### src/rtl/infix_seq_ctrl.sv
// infix_seq_ctrl: shunting-yard sequencer. Takes infix ASCII tokens over valid/ready and
// emits the equivalent postfix token stream over valid/ready through a one-token output
// register. Owns the operator stack and its pop/push ordering.
//
// Optional feature macro: INFIX_SEQ_PAREN_EN
//   defined   : '(' / ')' are grouping operators handled on the stack
//   undefined : '(' / ')' are plain operands passed straight through
//
// Ports:
//   clk          rising-edge clock
//   rst_n        asynchronous active-low reset
//   clr_i        synchronous clear (empties stack, drops slot token, leaves error state)
//   in_valid_i   infix token valid
//   in_data_i    ASCII token; '+', '*', '=' are control, all else operands
//   in_ready_o   token accepted when in_valid_i && in_ready_o
//   out_valid_o  postfix token valid
//   out_data_o   postfix token, stable while stalled
//   out_ready_i  sink takes token when out_valid_o && out_ready_i
//   done_o       pulses in the cycle the trailing '=' is handed off
//   err_o        sticky overflow / parenthesis error
//   level_o      operator-stack occupancy
module infix_seq_ctrl #(
  parameter int unsigned DEPTH = 8,
  parameter int unsigned LVL_W = $clog2(DEPTH + 1)
) (
  input  logic             clk,
  input  logic             rst_n,
  input  logic             clr_i,
  input  logic             in_valid_i,
  input  logic [7:0]       in_data_i,
  output logic             in_ready_o,
  output logic             out_valid_o,
  output logic [7:0]       out_data_o,
  input  logic             out_ready_i,
  output logic             done_o,
  output logic             err_o,
  output logic [LVL_W-1:0] level_o
);

  typedef enum logic [2:0] {
    StAccept,
    StPop,
    StFlush,
    StEmitEq,
    StErr,
    StPopParen
  } state_e;

  localparam logic [7:0] ChPlus = 8'h2B;
  localparam logic [7:0] ChMul  = 8'h2A;
  localparam logic [7:0] ChEq   = 8'h3D;
  localparam logic [7:0] ChLp   = 8'h28;
  localparam logic [7:0] ChRp   = 8'h29;

  localparam logic [LVL_W-1:0] LvlFull = LVL_W'(DEPTH);

  state_e           state_q;
  logic [7:0]       stack_q [DEPTH];
  logic [LVL_W-1:0] level_q;
  logic [7:0]       pend_q;
  logic             out_valid_q;
  logic [7:0]       out_data_q;
  logic             err_q;

  logic       slot_free;
  logic       in_fire;
  logic       stk_empty;
  logic       stk_full;
  logic [7:0] top;

  function automatic logic [1:0] prec(input logic [7:0] c);
    logic [1:0] p;
    p = 2'd0;
    if (c == ChMul) p = 2'd2;
    else if (c == ChPlus) p = 2'd1;
    return p;
  endfunction

  // Entry level_q-1 is the top of stack; a loop avoids a zero-width index when DEPTH == 1.
  always_comb begin
    top = '0;
    for (int i = 0; i < DEPTH; i++) begin
      if (level_q == LVL_W'(i + 1)) top = stack_q[i];
    end
  end

  assign slot_free = !out_valid_q || out_ready_i;
  assign in_ready_o = (state_q == StAccept) && slot_free;
  assign in_fire = in_valid_i && in_ready_o;
  assign stk_empty = (level_q == '0);
  assign stk_full = (level_q == LvlFull);

  assign out_valid_o = out_valid_q;
  assign out_data_o = out_data_q;
  assign err_o = err_q;
  assign level_o = level_q;
  // Only EMIT_EQ ever loads '=' into the slot, so the data compare identifies it.
  assign done_o = out_valid_q && out_ready_i && (out_data_q == ChEq);

  always_ff @(posedge clk or negedge rst_n) begin
    if (!rst_n) begin
      state_q     <= StAccept;
      level_q     <= '0;
      pend_q      <= '0;
      out_valid_q <= 1'b0;
      out_data_q  <= '0;
      err_q       <= 1'b0;
      for (int i = 0; i < DEPTH; i++) stack_q[i] <= '0;
    end else if (clr_i) begin
      state_q     <= StAccept;
      level_q     <= '0;
      out_valid_q <= 1'b0;
      out_data_q  <= '0;
      err_q       <= 1'b0;
    end else begin
      // Slot empties on handoff; any load below in the same cycle overrides this.
      if (out_valid_q && out_ready_i) out_valid_q <= 1'b0;

      unique case (state_q)
        StAccept: begin
          if (in_fire) begin
            if (in_data_i == ChPlus || in_data_i == ChMul) begin
              pend_q  <= in_data_i;
              state_q <= StPop;
            end else if (in_data_i == ChEq) begin
              state_q <= StFlush;
`ifdef INFIX_SEQ_PAREN_EN
            end else if (in_data_i == ChLp) begin
              if (stk_full) begin
                err_q   <= 1'b1;
                state_q <= StErr;
              end else begin
                for (int i = 0; i < DEPTH; i++) begin
                  if (level_q == LVL_W'(i)) stack_q[i] <= ChLp;
                end
                level_q <= level_q + LVL_W'(1);
              end
            end else if (in_data_i == ChRp) begin
              state_q <= StPopParen;
`endif
            end else begin
              out_data_q  <= in_data_i;
              out_valid_q <= 1'b1;
            end
          end
        end

        StPop: begin
          if (slot_free) begin
            if (!stk_empty && (prec(top) >= prec(pend_q))) begin
              out_data_q  <= top;
              out_valid_q <= 1'b1;
              level_q     <= level_q - LVL_W'(1);
            end else if (stk_full) begin
              err_q   <= 1'b1;
              state_q <= StErr;
            end else begin
              for (int i = 0; i < DEPTH; i++) begin
                if (level_q == LVL_W'(i)) stack_q[i] <= pend_q;
              end
              level_q <= level_q + LVL_W'(1);
              state_q <= StAccept;
            end
          end
        end

        StFlush: begin
          if (slot_free) begin
            if (stk_empty) begin
              state_q <= StEmitEq;
`ifdef INFIX_SEQ_PAREN_EN
            end else if (top == ChLp) begin
              // Unclosed '(' at end of expression.
              err_q   <= 1'b1;
              state_q <= StErr;
`endif
            end else begin
              out_data_q  <= top;
              out_valid_q <= 1'b1;
              level_q     <= level_q - LVL_W'(1);
            end
          end
        end

        StEmitEq: begin
          if (slot_free) begin
            out_data_q  <= ChEq;
            out_valid_q <= 1'b1;
            state_q     <= StAccept;
          end
        end

        StPopParen: begin
`ifdef INFIX_SEQ_PAREN_EN
          if (slot_free) begin
            if (stk_empty) begin
              err_q   <= 1'b1;
              state_q <= StErr;
            end else if (top == ChLp) begin
              level_q <= level_q - LVL_W'(1);
              state_q <= StAccept;
            end else begin
              out_data_q  <= top;
              out_valid_q <= 1'b1;
              level_q     <= level_q - LVL_W'(1);
            end
          end
`else
          state_q <= StAccept;
`endif
        end

        StErr: begin
          out_valid_q <= 1'b0;
        end

        default: begin
          state_q <= StAccept;
        end
      endcase
    end
  end

endmodule
### config.mk
export PLATFORM = sky130hd
export DESIGN_NAME = infix_seq_ctrl
export DESIGN_NICKNAME = d
export VERILOG_FILES = /design/src/rtl/infix_seq_ctrl.sv
export SDC_FILE = /design/constraint.sdc
export NUM_CORES = 1
export LEC_CHECK = 0
export ABC_AREA = 0
export CAP_MARGIN = 20
export CORE_UTILIZATION = 26
export CTS_CLUSTER_SIZE = 16
export DETAILED_ROUTE_END_ITERATION = 10
export PLACE_DENSITY = 0.46
export SYNTH_ARGS = -nofsm -noshare
export SYNTH_HDL_FRONTEND = slang
export SYNTH_SLANG_ARGS = --single-unit
### constraint.sdc
create_clock -name clk -period 4.4 [get_ports clk]
set_clock_uncertainty 0.1 [all_clocks]
set_input_delay 0.44 -clock clk [delete_from_list [all_inputs] [get_ports clk]]
set_output_delay 0.44 -clock clk [all_outputs]
set_load 0.02 [all_outputs]
=== After elaboration in Yosys (flattened, before gate mapping) ===
Cells that the tools add are included.

* Register bits: 89
* Input port bits: 13
* Word-level logic and storage cells: 145

* Add/subtract/negate cells: 2
* Reduce and logical (&&, ||, !) cells: 29
* Bitwise logic cells: 3
* Muxes and demuxes: 62
* Magnitude comparators: 1
* Equal/unequal tests: 34

{| class="wikitable"
|+ Operators by type and width
! kind !! number
|-
| 8-bit 2-to-1 mux || 17
|-
| 8-bit by 6-bit == test with 1-bit output (second input constant) || 8
|-
| 6-bit AND reduction || 8
|-
| 8-bit case mux with 4 select lines || 1
|-
| 3-bit 2-to-1 mux || 10
|-
| 3-bit inequality test (second input constant) || 10
|-
| 4-bit 2-to-1 mux || 6
|-
| 1-bit 2-to-1 mux || 17
|-
| 4-bit by 3-bit == test with 1-bit output (second input constant) || 4
|-
| 2-bit 2-to-1 mux || 8
|-
| 3-bit case mux with 5 select lines || 1
|-
| 9-bit AND reduction || 1
|-
| 4-bit by 2-bit == test with 1-bit output (second input constant) || 2
|-
| 4-bit case mux with 2 select lines || 1
|-
| 4-bit AND reduction || 2
|-
| 8-bit AND reduction || 1
|-
| 3-bit by 2-bit == test with 1-bit output (second input constant) || 2
|-
| 2-bit nonzero test || 3
|-
| 1-bit logical AND || 5
|-
| 1-bit case mux with 5 select lines || 1
|-
| 5-bit AND reduction || 1
|-
| 5-bit nonzero test || 1
|-
| 4-bit by 1-bit adder with 4-bit output (second input constant) || 1
|-
| 4-bit by 1-bit == test with 1-bit output (second input constant) || 1
|-
| other kinds (14) || 19
|}

=== Logic depth before layout (Yosys ltp) ===
Gate-level depths: netlist of run 1.

* Word-level depth: 21
* Depth in mapped cells: 18
* Gate-level depth less buffers: 15

=== Worst setup path before layout of run 1 ===
OpenSTA, ideal clock, no wires.

* Path type: register -> register
* Start point: register level_q[1] (netlist: level_o[1])
* End point: register stack_q[10] (netlist name)
* Arrival time: 3.537 ns
* Data required time: 4.172 ns
* Stages on the path, launching flop included: 16
* Buffers on the path: 1
* Period minus slack after synthesis: 3.764 ns
* Setup slack: 0.636 ns
* Cells stage by stage: dfrtp_1 inv_1 ha_1 and2b_1 a221oi_1 or4_1 o211ai_1 nor2b_1 nand4_1 ha_1 nand2b_1 a21oi_1 and2_0 buf_2 nand3_2 mux2_1

* Word-level cells in the longest chain between the ends: 19
* Elaborated cells on any way between the ends: 30

{| class="wikitable"
|+ Ends and longest elaborated chain
! what !! line !! text
|-
| start: declaration || 59 || <nowiki>logic [LVL_W-1:0] level_q;</nowiki>
|-
| start signal: assignment || 153 || <nowiki>level_q <= level_q - LVL_W'(1);</nowiki>
|-
| start signal: assignment || 161 || <nowiki>level_q <= level_q + LVL_W'(1);</nowiki>
|-
| start signal: assignment || 180 || <nowiki>level_q <= level_q - LVL_W'(1);</nowiki>
|-
| 4-bit by 1-bit == test with 1-bit output || 83 || <nowiki>if (level_q == LVL_W'(i + 1)) top = stack_q[i];</nowiki>
|-
| 8-bit 2-to-1 mux (8 in series) || 83 ||
|-
| 8-bit by 6-bit == test with 1-bit output || 75 || <nowiki>else if (c == ChPlus) p = 2'd1;</nowiki>
|-
| 1-bit 2-to-1 mux || 75 ||
|-
| 2-bit 2-to-1 mux || 74 || <nowiki>if (c == ChMul) p = 2'd2;</nowiki>
|-
| 2-bit 2-to-1 mux || 149 || <nowiki>if (slot_free) begin</nowiki>
|-
| 2-bit 2-to-1 mux || 119 || <nowiki>unique case (state_q)</nowiki>
|-
| 2-bit 2-to-1 mux || 109 || <nowiki>end else if (clr_i) begin</nowiki>
|-
| 2-bit >= comparator || 150 || <nowiki>if (!stk_empty && (prec(top) >= prec(pend_q))) begin</nowiki>
|-
| 1-bit logical AND || 150 ||
|-
| 1-bit NOT (no source line) || - ||
|-
| 6-bit AND reduction (no source line) (*) || - ||
|-
| end signal: indexed assignment || 159 || <nowiki>if (level_q == LVL_W'(i)) stack_q[i] <= pend_q;</nowiki>
|-
| end: declaration || 58 || <nowiki>logic [7:0] stack_q [DEPTH];</nowiki>
|}

Mark *: on every way between the ends. The rest lies on a longest branch, timed or not. The select of a mux whose other input is x is not followed.
A chain may end at the register's enable or synchronous reset.

=== Worst setup path after layout of run 1 ===
* Start point: register level_q[0] (netlist: level_o[0])
* End point: register stack_q[20] (netlist name)

Same word-level chain as after synthesis.

==> results of run 1 <==
## critical path: cells and delay by family, from the launching register on
| kind | cells | cell delay, ns |
|---|---|---|
| fa+ha+maj | 2 | 0.62 |
| simple gates | 6 | 1.20 |
| flops | 1 | 0.43 |
| buf+inv | 2 | 0.36 |
| mux | 1 | 0.37 |
| compound gates | 4 | 1.00 |
## layer usage
| metal | vias to the layer above | GRT usage, % | wire length [um] |
|---|---|---|---|
| li1 | 1754 | - | - |
| met1 | 1865 | 21.1 | 6930 |
| met2 | 82 | 23.5 | 6210 |
| met3 | 18 | 3.48 | 483 |
| met4 | 0 | 6.73 | 375 |
| met5 | - | 0 | 0 |
## sequential cells by signal, indices dropped and copies added (netlist names)
name / cells
stack_q: 64
out_data_o: 8
pend_q: 8
level_o: 4
state_q: 3
err_o: 1
out_valid_o: 1
## power by group through the flow
stage | registers [mW] | clock network (mW) | logic, mW
finish | 0.971 | 0.850 | 1.16
global route | 0.985 | 0.915 | 1.26
global placement | 0.986 | 0 | 1.13
detailed placement | 0.989 | 0 | 1.14
CTS | 0.972 | 0.872 | 1.14
floorplan | 0.995 | 0 | 0.718
## cell type report
| class | instances | area, um^2 | share of cell area, % |
|---|---|---|---|
| antenna | 1 | 2.50 | 0.0425 |
| clock inverter | 5 | 85.1 | 1.45 |
| clock buffer | 10 | 239 | 4.06 |
| tap | 229 | 287 | 4.87 |
| inverter | 17 | 63.8 | 1.08 |
| multi-input combinational | 322 | 2470 | 42.1 |
| timing repair buffer | 53 | 503 | 8.55 |
| sequential | 89 | 2230 | 37.9 |
## through the flow
stage | total power, mW | cell area [um^2]
3_5_place_dp | 2.12 | 5510
2_1_floorplan | 1.71 | 4910
6_report | 2.98 | 5880
3_3_place_gp | 2.12 | 5510
5_1_grt | 3.16 | 5880
4_1_cts | 2.99 | 5830
## logic make-up after synthesis
kind of cell             count (synthesis)  share of synthesized area, %
XOR/XNOR                                 2                         0.357
AO/OA/AOI/OAI                          105                          15.0
adder cells (fa/ha/maj)                  6                          1.53
buffers and inverters                   51                          4.77
multiplexers                            68                          15.5
AND/OR/NAND/NOR                        141                          17.5
flip-flops                              89                          45.4
## cells in the final DEF (no fill, tap or decap), types with 10 or more instances in the layout
master	n
nor2b_1	13
dfrtp_1	89
buf_4	23
nor2_1	27
o21ai_0	18
mux2_2	64
clkdlybuf4s50_1	27
nand2_1	24
a221oi_1	10
a21oi_1	22
inv_1	16
## worst paths after layout
check                      cells past startpoint          end       start  slack [ns]
max reg2reg                                   15  stack_q[20]  level_o[0]        0.20
min in group clk                               2   stack_q[0]  stack_q[0]        0.39
min reg2reg                                    2   stack_q[0]  stack_q[0]        0.39
max in group asynchronous                      2  stack_q[20]       rst_n        3.17
min                                            1  stack_q[39]       rst_n        0.05
max                                           15  stack_q[20]  level_o[0]        0.20
## what timing repair did
| action | CTS | global route |
|---|---|---|
| resized for setup | 0 | 6 |
| endpoints found under the hold margin | 0 | 0 |
| buffers inserted | 0 | 1 |
| setup endpoints to repair | 0 | 51 |
==> impl_results.md, run 1 <==
- Outcome: completed
- Power per cell area: about 510 nW/um^2
- Worst setup SP type: register
- Final Util: roughly 32%
- Gr usage total: between 10% and 20%
- Synth Flop Type: dfrtp_1
- Ys Warns: 0
- Via Count: roughly 3,700
- Internal power: approximately 1.9 mW
- FP Rows: approximately 50
- Die Width: between 100 and 150 um
- Initial antenna violation count: 0
- CTS sink cnt: 89
- Setup TNS Final: 0 ns
- CTS Buffer Depth: 2
- First-pass GRT wire length: about 23 mm
- Post-route insts no fill: a little over 700
- Total wire length: 14.0 mm
- Worst skew pair latency: approximately 0.36 ns
- Seq cells post-synth: 89
- Gpl congestion: between 0.7 and 0.8
- IO Count: 29
- H-tree Lvls: 3
- Layout cells sized above 1: between 20% and 30%
- Cell Chain, Critical Path: ha_1 -> buf_12 -> nor2_1 -> a21oi_1 -> a311o_1 -> o221a_2 -> nor2_1 -> nand4_1 -> ha_1 -> nand2b_1 -> a21oi_1 -> and2_0 -> buf_4 -> nand3_2 -> mux2_2
- Initial core utilization: between 20% and 30%
- CP Capture Type: register
- WL per Instance: just under 20 um
- Hold Slack: approximately 0.055 ns
- Die H: roughly 140 um
- Post-DP HPWL: ~10 mm
- Critical path arrival: between 4 and 5 ns
- Fin. max-slew vios: 0
- Cell taking the most area after synthesis: dfrtp_1
- RSZ-0062 raised after global routing: false
- Combinational group share of total power: 38.9%
- Ranking of synthesized cells by area: dfrtp_1 (45%), mux2_2 (15%), a21oi_1 (2.2%), nor2_1 (2.1%), o21ai_0 (1.8%)
- Top-count cell post-synth: dfrtp_1
- Fin crit period: about 4.2 ns
- Seq/Total Area, Yosys: between 40% and 50%
- Vias in the first global route: ~3,800
- CTS root buf: clkbuf_16
- Pre-CTS WS: 0.155 ns
- Total gr overflow: 0
- Area of the mapped netlist: a little under 5000 um^2
- Clk pwr share: roughly 28%
- Crit Path Max Fanout: 22
- Synthesized instance count: 462
- Largest net degree at the start of global routing: 54
- Least-Margin Pin Slew: 0.810 ns
- Post-Place Cells: approximately 700
- VDD IR max: 187 uV
- Hold Violations, Final: 0
- Leakage: 2.59 nW
- Fin nets: 511
- Fin crit share: between 90 and 100%
- PortBufs: 28
- Post-route DRC: 0
- Syn_area_per_cell: between 10 and 15 um^2
- Maxcap violations: 0
- Sw frac: a little under two fifths
- Synth cell types: between 70 and 80
- DIE AREA: 19,400 um^2
- Cts bufs inserted: 9
- Cts hold-fix bufs: 0
- Worst path slowest cell: dfrtp_1
- Top cells by count, synth: dfrtp_1 (89), mux2_2 (64), nor2_1 (27)
- Synthesized Nets: 481
- Core footprint: between 15,000 and 20,000 um^2
- Number of synthesized flops with an enable pin: 0
- Clk slew on worst S/H paths: around 0.070 ns
- CP Class: reg -> reg
- Setup ws final: 0.196 ns
- Min-Delay Path Class: in -> async
- WP data required: 4.54 ns
- Largest stage delay, worst path: between 0.4 and 0.5 ns
- Post-route ant nets: 0
- FFs w/ async S/R, synth: 100%
- Count of final setup violators: 0
- DRT iter0 DRCs: 218
- Share of power burned in registers: approximately 33%
- DR vias/cell: about 5.1
- Post-synth top area share: between 40% and 50%
- Peak Freq: 238 MHz
- CTS tree: built
- Drt first pass iters: 5
- Slew Limit Headroom: a little under half
- Fillers: around 1,800
- Sw power: 1.10 mW
- Area grow syn2layout: 19.8%
(Power assumes the default switching activity.)
==> run 2: changes to the inputs <==
--- a/config.mk
+++ b/config.mk
@@ -6,7 +6,6 @@
 export NUM_CORES = 1
 export LEC_CHECK = 0
 export ABC_AREA = 0
-export CAP_MARGIN = 20
 export CORE_UTILIZATION = 26
 export CTS_CLUSTER_SIZE = 16
 export DETAILED_ROUTE_END_ITERATION = 10
==> results of run 2 <==
The final DEF is identical to that of run 1; final timing and power are the same.
==> run 3: changes to the inputs <==
--- a/config.mk
+++ b/config.mk
@@ -7,7 +7,7 @@
 export LEC_CHECK = 0
 export ABC_AREA = 0
 export CORE_UTILIZATION = 26
-export CTS_CLUSTER_SIZE = 16
+export CTS_CLUSTER_SIZE = 28
 export DETAILED_ROUTE_END_ITERATION = 10
 export PLACE_DENSITY = 0.46
 export SYNTH_ARGS = -nofsm -noshare
==> results of run 3 <==
The final DEF is identical to that of run 1; final timing and power are the same.
